--- src/rtl/irq_ctrl_pkg.sv ---
// Shared types and register map for the interrupt controller.
package irq_ctrl_pkg;

  typedef enum logic [1:0] {
    IDLE   = 2'd0,
    REQ    = 2'd1,
    ACTIVE = 2'd2
  } irq_state_t;

  localparam int unsigned REG_W = 32;
  localparam logic [1:0] IRQ_REG_ENABLE  = 2'd0;
  localparam logic [1:0] IRQ_REG_PENDING = 2'd1;
  localparam logic [1:0] IRQ_REG_ACTIVE  = 2'd2;
  localparam int unsigned ACTIVE_VLD_BIT = 31;

endpackage

--- src/rtl/irq_prio_enc.sv ---
// Lowest-index-wins priority encoder over the enabled pending vector.
module irq_prio_enc #(
  parameter  int unsigned N_SRC = 8,
  localparam int unsigned ID_W  = $clog2(N_SRC)
) (
  input  logic [N_SRC-1:0] req,
  output logic             any,
  output logic [ID_W-1:0]  id
);

  // Scan from the top so the lowest set index is the last assignment.
  always_comb begin
    any = 1'b0;
    id  = '0;
    for (int i = N_SRC - 1; i >= 0; i--) begin
      if (req[i]) begin
        any = 1'b1;
        id  = ID_W'(i);
      end
    end
  end

endmodule

--- src/rtl/irq_ctrl.sv ---
// Edge-detecting, maskable interrupt controller with claim/complete handshake.
// Define IRQ_CTRL_SYNC_EN to put a 2-flop synchronizer on every irq_src line.
module irq_ctrl
  import irq_ctrl_pkg::*;
#(
  parameter  int unsigned N_SRC = 8,
  localparam int unsigned ID_W  = $clog2(N_SRC)
) (
  input  logic               clk,
  input  logic               rst,
  input  logic [N_SRC-1:0]   irq_src,
  input  logic [1:0]         reg_addr,
  input  logic               reg_we,
  input  logic [REG_W-1:0]   reg_wdata,
  output logic [REG_W-1:0]   reg_rdata,
  output logic               irq,
  output logic [ID_W-1:0]    irq_id,
  input  logic               irq_claim,
  input  logic               irq_complete,
  input  logic [ID_W-1:0]    irq_complete_id
);

  irq_state_t       state, state_nxt;
  logic [N_SRC-1:0] src_s, src_q, edges;
  logic [N_SRC-1:0] pending, enable, pend_en;
  logic [N_SRC-1:0] w1c_mask, claim_mask;
  logic             win_any;
  logic [ID_W-1:0]  win_id;
  logic             claim_go, done_go, irq_nxt;
  logic             active_vld;
  logic [ID_W-1:0]  active_id;

`ifdef IRQ_CTRL_SYNC_EN
  logic [N_SRC-1:0] sync1, sync2;

  // Free-running synchronizer so lines are already settled when reset releases.
  always_ff @(posedge clk) begin
    sync1 <= irq_src;
    sync2 <= sync1;
  end

  assign src_s = sync2;
`else
  assign src_s = irq_src;
`endif

  if (N_SRC < REG_W) begin : g_unused_wdata
    logic unused_wdata;
    assign unused_wdata = ^reg_wdata[REG_W-1:N_SRC];
  end

  assign edges    = src_s & ~src_q;
  assign pend_en  = pending & enable;
  assign w1c_mask = (reg_we && reg_addr == IRQ_REG_PENDING) ? reg_wdata[N_SRC-1:0] : '0;
  assign claim_mask = claim_go ? (N_SRC'(1) << win_id) : '0;

  irq_prio_enc #(.N_SRC(N_SRC)) u_prio_enc (
    .req (pend_en),
    .any (win_any),
    .id  (win_id)
  );

  always_ff @(posedge clk) begin
    if (!rst) state <= IDLE;
    else      state <= state_nxt;
  end

  always_comb begin
    state_nxt = state;
    claim_go  = 1'b0;
    done_go   = 1'b0;
    case (state)
      IDLE: begin
        if (win_any) state_nxt = REQ;
      end
      REQ: begin
        if (!win_any) begin
          state_nxt = IDLE;
        end else if (irq_claim) begin
          state_nxt = ACTIVE;
          claim_go  = 1'b1;
        end
      end
      ACTIVE: begin
        if (irq_complete && irq_complete_id == active_id) begin
          state_nxt = IDLE;
          done_go   = 1'b1;
        end
      end
      default: state_nxt = IDLE;
    endcase
    irq_nxt = (state_nxt == REQ);
  end

  // irq_id follows the live winner while requesting, holds otherwise.
  always_ff @(posedge clk) begin
    if (!rst) begin
      irq    <= 1'b0;
      irq_id <= '0;
    end else begin
      irq <= irq_nxt;
      if (irq_nxt) irq_id <= win_id;
    end
  end

  always_ff @(posedge clk) begin
    if (!rst) begin
      active_vld <= 1'b0;
      active_id  <= '0;
    end else if (claim_go) begin
      active_vld <= 1'b1;
      active_id  <= win_id;
    end else if (done_go) begin
      active_vld <= 1'b0;
      active_id  <= '0;
    end
  end

  // src_q follows the input during reset so lines already high are not new edges.
  always_ff @(posedge clk) begin
    if (!rst) begin
      src_q   <= src_s;
      pending <= '0;
      enable  <= '0;
    end else begin
      src_q   <= src_s;
      pending <= (pending & ~w1c_mask & ~claim_mask) | edges;
      if (reg_we && reg_addr == IRQ_REG_ENABLE) enable <= reg_wdata[N_SRC-1:0];
    end
  end

  always_comb begin
    reg_rdata = '0;
    case (reg_addr)
      IRQ_REG_ENABLE:  reg_rdata = REG_W'(enable);
      IRQ_REG_PENDING: reg_rdata = REG_W'(pending);
      IRQ_REG_ACTIVE: begin
        reg_rdata[ACTIVE_VLD_BIT] = active_vld;
        reg_rdata[ID_W-1:0]       = active_id;
      end
      default: reg_rdata = '0;
    endcase
  end

endmodule

--- config.mk ---
export PLATFORM = sky130hd
export DESIGN_NAME = irq_ctrl
export DESIGN_NICKNAME = d
export VERILOG_FILES = /design/src/rtl/irq_ctrl_pkg.sv /design/src/rtl/irq_prio_enc.sv /design/src/rtl/irq_ctrl.sv
export SDC_FILE = /design/constraint.sdc
export NUM_CORES = 1
export LEC_CHECK = 0
export BUFFER_PORTS_ARGS = -buffer_cell sky130_fd_sc_hd__buf_2
export CORE_AREA = 2 2 66 68
export DETAILED_ROUTE_END_ITERATION = 8
export DIE_AREA = 0 0 68 70
export PLACE_DENSITY_LB_ADDON = 0.15
export SLEW_MARGIN = 20
export SYNTH_ARGS = -nofsm -noshare
export SYNTH_HDL_FRONTEND = slang
export SYNTH_SLANG_ARGS = --single-unit
--- constraint.sdc ---
create_clock -name clk -period 1.5 [get_ports clk]
set_input_delay 0.15 -clock clk [delete_from_list [all_inputs] [get_ports clk]]
set_output_delay 0.15 -clock clk [all_outputs]
set_load 0.02 [all_outputs]
==> out/results.txt, run 1 <==
Across the run, the number of max-cap violations was 0. The floorplan step defined a die boundary enclosing 4760 um^2. Once detail routing completed, the nets flagged for antenna violations numbered 0. The run gives 0.00101 uW as the leakage power. The worst setup path is launched from a register.

The relative area change from synthesis to final layout is 20.5%. The longest clock path from root to sink contains 2 buffers. After detailed routing, the number of vias per cell comes to 4.76.

The buffer cell driving the clock tree root was clkbuf_8. In this run the mean area of a mapped cell was 9.11 um^2. Reg-to-reg critical path startpoint: pending[3]. The critical-path maximum fanout is 6, and the utilization of the core after routing is 51.9%. The H-tree generated during clock tree synthesis spans 2 levels. The synthesized design contains 0 enable-type register cells. STA classifies the critical path endpoint as a register. In this run the tightest slew margin relative to its limit is 54.6%. The launch instance of the worst min-delay path was reg_wdata[5]. The largest vdd supply drop was 0.452 mV; the estimated wirelength of the detail-placed design was 2.76 mm.

The per-cell routed wire length is 12.2 um, and the number of global-route vias before repair is 1,304. The logs give 0 ps for the total negative slack for setup checks and 1,427 for the via count of the routed design. The most used flip-flop cell after synthesis is dfxtp_1. The tools report the worst setup path endpoint as pending[5]. The post-route fraction of the period consumed by the critical path is 93.3%. Clock net sink count: 34.

The clock period could shrink to 1400 ps. Of the total power, the share spent switching nets is 27.0%. The sequential-to-total area share from yosys stat was 38.1%. For the count of buffers added by post-CTS timing repair for setup, the log shows 0. The post-synthesis async set-or-reset flop share is 0%. Setup violations remaining at the end of the flow were counted as 0. The most common cell after layout, fill and taps aside is buf_2. The internal power of the cells totals 1420 uW.

The tools report the placed instance count as 284. Final weighted congestion of routability-driven global placement: 0.762. Before antenna repair, the detailed router went through 4 iterations. After synthesis the netlist holds a flip-flop and latch count of 34. Clock latency on the worst-skew pair, taken at its later pin, is 280 ps.

Sequential cells burn 50.3% of the power. For the final layout net count, the log shows 297. The synthesized design devotes to its leading area cell type 38.1% of total area.

TritonCTS built the clock tree. After detailed routing, the number of remaining DRC violations is 0. The setup check on the worst reg-to-reg path leaves a slack of 100 ps. The post-layout instance count excluding filler cells is 300. In the layout the commonest cells are 38 x buf_2, 32 x dfxtp_1, 23 x conb_1. The overall routing resource usage is 16.7%. The number of antenna diodes in the final layout is 0. The top cell type by total area after synthesis is dfxtp_1.

The worst register-to-register path ends at pending[5]. The clock input transition at the sequential cells of the worst setup and hold paths is 70 ps. For the worst setup path, the data required time is 1680 ps. Counting the buffers created by CTS gives 5. Summed over all layers, the routed wires come to 3.67 mm.

The post-layout worst setup margin was 100 ps. The height of the die is 70 um, and the remaining global-route overflow is 0. In this run the power density over the cells is 905 nW/um^2. In the synthesized netlist, the number of instances is 196. For the unique cell type count in the Yosys netlist, the log shows 45. The worst register-to-register path has a depth of 5. The initial utilization of the core area, before any placement, comes to 43.1%. The fraction of layout instances using a drive strength above 1 came out at 27.4%. The tools report the startpoint of the most critical setup path as pending[3].

The tools report the violation count after the first detailed-route iteration as 32. Between clock sinks in the finished design, the worst skew comes to 3.87 ps. The slew at the pin closest to its max-slew limit works out to 680 ps.

By area the synthesized netlist is led by dfxtp_1 38%, buf_4 10%, mux2i_1 9.5%. Data on the critical path arrives at its endpoint at 1580 ps. Setup repair after global routing left no endpoint under its margin. The share of total power dissipated in combinational logic is 14.2%. Derived from the worst setup path, the maximum achievable clock frequency is 714 MHz.

Row generation in the floorplan step produced 24 rows. The logs give 0 for the warning count from the yosys run and 1790 um^2 for the netlist area before placement. The number of pins with negative max-slew slack in the final report was 0. The type of the setup path with the least slack was reg -> reg. Timing analysis after detailed placement gives a worst setup slack of 92.4 ps.

The number of hold-slack violations in the final timing report was 0. In this run the horizontal extent of the chip is 68 um. The flow ran to the end, and the final reports show no timing, DRC or antenna violations. Entering global routing, the biggest net connects 22 pins. The tightest min-delay check is of the in -> reg type. The first global-routing pass estimated 6.04 mm of wire. The logs give 86 for the number of top-level pins and 0 for the initial antenna violation count. The clock network burns 35.5% of the power. The total net switching power is 525 uW. The total of buffers placed on input and output ports came out at 38.

The core region is 4140 um^2.
-- metrics by stage --
step / total power (uW) / hold slack [ps] / cell area [um^2]
CTS: 1970 / 111 / 2130
global placement: 1260 / 265 / 1960
global route: 2040 / 145 / 2150
finish: 1950 / 119 / 2150
detailed placement: 1260 / 267 / 1960
floorplan: 1220 / 178 / 1870
-- cells in the mapped netlist (2+ instances only) --
| cell type | n |
|---|---|
| dfxtp_1 | 34 |
| buf_4 | 24 |
| nand2_1 | 22 |
| nor2_1 | 20 |
| mux2i_1 | 17 |
| a21oi_1 | 6 |
| inv_1 | 5 |
| nand3_1 | 5 |
| nand3b_1 | 4 |
| nor2b_1 | 4 |
| a22oi_1 | 3 |
| a22oi_4 | 3 |
| a32oi_1 | 3 |
| buf_2 | 3 |
| clkbuf_1 | 3 |
| o21ai_0 | 3 |
| xnor2_1 | 3 |
| a31oi_1 | 2 |
| nand2b_1 | 2 |
| nand4_1 | 2 |
| nor3_2 | 2 |
| o21a_1 | 2 |
| o21ai_4 | 2 |
-- per-layer routing --
layer | vias to the layer above | share of wire [%] | GRT usage [%]
li1 | 730 | - | -
met1 | 649 | 48 | 23.0
met4 | 0 | 2.0 | 7.33
met3 | 8 | 4.3 | 2.90
met5 | - | 0 | 0
met2 | 40 | 46 | 25.2
-- critical path, stage by stage, from the launching register on --
cell and delay (ps):
dfxtp_1 360, a22oi_4 270, nand2_4 140, nor3_4 230
a31oi_1 120, o21a_1 180
-- area by class of cell --
cell class,instances,area (um^2)
clock inverters,1,5.00
well taps,52,65.1
fillers,410,1990
flip-flops and latches,34,683
clock buffers,7,86.3
inverters,5,18.8
repair buffers,52,315
multi-input cells,149,977
-- registers in the layout, indices dropped and copies added, names as in the netlist --
signal and count:
enable 8, pending 8, src_q 8, active_id 3, irq_id 3, state 2
active_vld 1, irq 1
-- power by group through the flow --
| stage | clock network, uW | logic (uW) | registers [uW] |
|---|---|---|---|
| 2_1_floorplan | 0 | 228 | 995 |
| 3_3_place_gp | 0 | 260 | 998 |
| 3_5_place_dp | 0 | 260 | 999 |
| 4_1_cts | 716 | 277 | 979 |
| 5_1_grt | 751 | 307 | 983 |
| 6_report | 690 | 277 | 979 |
-- worst min-delay path by stage --
| stage | cells after the start | endpoint |
|---|---|---|
| 5_1_grt | 3 | enable[5] |
| 3_5_place_dp | 1 | src_q[0] |
| 2_1_floorplan | 0 | src_q[0] |
| 6_report | 3 | enable[5] |
| 3_3_place_gp | 1 | src_q[0] |
| 4_1_cts | 3 | enable[2] |
-- cell families after synthesis --
group	Yosys count	share of synthesized area [%]
mux	17	9.53
simple gates	71	20.3
buf+inv	35	12.6
other cells	1	0.210
xor+xnor	3	1.47
flops	34	38.1
compound gates	35	17.8
-- repair_timing --
action | in CTS | in global routing
setup endpoints to repair | 0 | 3
endpoints found under the hold margin | 8 | 0
resized for setup | 0 | 4
hold buffers | 8 | 0
(Power assumes the default switching activity.)
==> run 2, diff against run 1 <==
--- a/config.mk
+++ b/config.mk
@@ -10,6 +10,7 @@
 export DETAILED_ROUTE_END_ITERATION = 8
 export DIE_AREA = 0 0 68 70
 export PLACE_DENSITY_LB_ADDON = 0.15
+export RECOVER_POWER = 25
 export SLEW_MARGIN = 20
 export SYNTH_ARGS = -nofsm -noshare
 export SYNTH_HDL_FRONTEND = slang
==> out/results.txt, run 2 (synthesized netlist as in run 1, its figures left out) <==
The per-cell routed wire length is 12.3 um, and the arrival time at the worst endpoint is 1540 ps. The type of the setup path with the least slack was reg -> reg. The critical-path maximum fanout was 6. IR analysis of the VDD net gives a maximum drop of 0.452 mV.

The floorplan has 24 rows. The later pin in the worst-skew pair is clocked with a latency of 280 ps. The internal portion of the total power is 1420 uW.

The post-route netlist has 25.4% of its cells at a drive strength greater than 1. The completed layout was analyzed and its total power is 1940 uW. The initial antenna violation count was 0; the footprint of the flip-flops and latches was 683 um^2. In this design, the largest share of critical-path delay is due to compound AO/OA/AOI/OAI gates.

The layout has 416 filler cells. Between clock sinks in the finished design, the worst skew comes to 3.81 ps. The estimated wirelength of the detail-placed design was 2.76 mm. The area of the core was 4140 um^2. The largest registers in the layout are enable (8), pending (8), src_q (8). Measured on the finished design, the core utilization comes to 51.7%. Setup repair after global routing left no endpoint under its margin.

After layout, the worst setup slack is 102 ps. Clock-pin slew was measured on the worst setup and hold paths at 70 ps. The logs give 0 for the reported max-cap violation count and 297 for the final layout net count. In the layout the commonest cells are 33 x buf_2, 32 x dfxtp_1, 23 x conb_1. Setup violations remaining at the end of the flow were counted as 0. The share of total power dissipated in combinational logic is 14.1%. Once the floorplan was initialized, standard cells occupied 43.1% of the core. The violation count after the first detailed-route iteration was 32; the H-tree depth reported by CTS was 2.

The number of antenna-violating nets in the routed design is 0. The logs give 0 for the antenna diode count and 2 for the buffer levels on the longest clock path. The run gives 92.4 ps as the pre-CTS worst setup slack. In this run, the clock network consumes 35.5% of the power. The worst hold-check path type was in -> reg.

Summing over every cut layer, the via total after detailed routing is 1,432. The smallest clock period supported by the final layout is computed as 1400 ps. Delay of the slowest cell on the worst path: 360 ps.

STA puts the critical path data required time at 1650 ps. Leaving out filler cells and counting taps, the final layout contains 300. TritonCTS built the clock tree. Of the total power, the share spent switching nets is 27.0%.

The clock drives 34 sinks. The startpoint class of the critical path is a register. The number of buffers created by CTS is 5, and the number of pins with negative max-slew slack in the final report is 0.

Derived from the worst setup path, the maximum achievable clock frequency is 715 MHz. Slowest cell on the critical path: dfxtp_1. The die is 70 um tall. For the total routed wirelength, the log shows 3.69 mm.

In the routed design, unresolved DRC markers number 0. Together, buffers and inverters on the worst path number 0. The first TritonRoute pass finished after 4 iterations.

The overall routing resource usage was 16.7%; the die span in x was 68 um. At the pin with the least slew margin, the transition time is 676 ps. Registers are responsible for 50.4% of the overall power. For the placed instance count, the log shows 284. Leaving out fill and tap cells, the most frequent cell in the layout is buf_2. The relative slew slack is 54.9%, and the footprint of the multi-input gates is 977 um^2.

At the end of routability-driven placement, the weighted congestion stood at 0.762. Endpoint kind of the worst setup timing path: a register. The power per cell area was 908 nW/um^2. The signal on the critical path passes through a22oi_4 > nand2_4 > o21ai_4 > mux2i_1 > nor2_1. The tree is rooted in a clkbuf_8.

The die covers 4760 um^2. The run finished with clean final reports. For the number of global-route vias before repair, the log shows 1,304.

Number of hold-slack violations in the final timing report: 0. The analysis attributes to net switching a power of 526 uW. The total overflow left after global routing is 0. In this run the static leakage power is 0.000998 uW. The relative area change from synthesis to final layout works out to 20.0%. Summed over all failing endpoints, the final setup total negative slack is 0 ps. In this run the count of I/O pins placed on the die edge is 86. The total of buffers placed on input and output ports was 38.

Entering global routing, the biggest net connects 22 pins. Dividing the final minimum period by the clock period gives 93.2%. The first global-routing pass estimated 6.04 mm of wire. The average via count per standard cell was 4.77.
-- run 2: cell types whose count changed in the layout (fill, tap and decap cells not counted), sizes merged --
cell    change
buf         -6
clkbuf      +6
-- run 2: power by group through the flow --
stage,Combinational [uW],Sequential (uW),Clock (uW)
floorplan,228,995,0
global placement,260,998,0
detailed placement,260,999,0
CTS,277,979,716
global route,304,983,751
finish,275,979,691
-- run 2: worst paths after layout --
kind              slack (ps)  cells after the start    startpoint          to
setup / recovery         100                      5    pending[3]   irq_id[1]
hold / removal           120                      3  reg_wdata[5]   enable[5]
setup reg to reg         100                      5    pending[3]   irq_id[1]
hold reg to reg          450                      2    active_vld  active_vld
-- run 2: layout make-up --
cell class / count / share of cell area [%]
repair buffers: 52 / 14.3
flip-flops and latches: 34 / 31.9
clock buffers: 7 / 4.03
clock inverters: 1 / 0.234
inverters: 5 / 0.876
multi-input cells: 149 / 45.6
well taps: 52 / 3.04
-- run 2: metrics by stage --
stage	cell area (um^2)	hold WS, ps
after global placement	1960	265
after CTS	2130	111
after detailed placement	1960	267
after global routing	2140	145
final	2140	118
after floorplan	1870	178
-- run 2: worst reg2reg max path: stages (launching register included) --
cell     delay [ps]
dfxtp_1         360
a22oi_4         270
nand2_4         140
o21ai_4         240
mux2i_1         200
nor2_1           50
-- run 2: per-layer routing --
metal | part of all wire [%] | GRT usage (%) | vias to the layer above
met2 | 46 | 25.2 | 42
met1 | 48 | 23.0 | 652
met4 | 1.8 | 7.33 | 0
li1 | - | - | 731
met5 | 0 | 0 | -
met3 | 4.6 | 2.90 | 7
-- run 2: repair_timing --
item / in CTS / in global routing
buffers inserted: 0 / 0
setup endpoints to repair: 0 / 3
gates resized for setup: 0 / 4
hold endpoints to repair: 8 / 0
hold buffers: 8 / 0
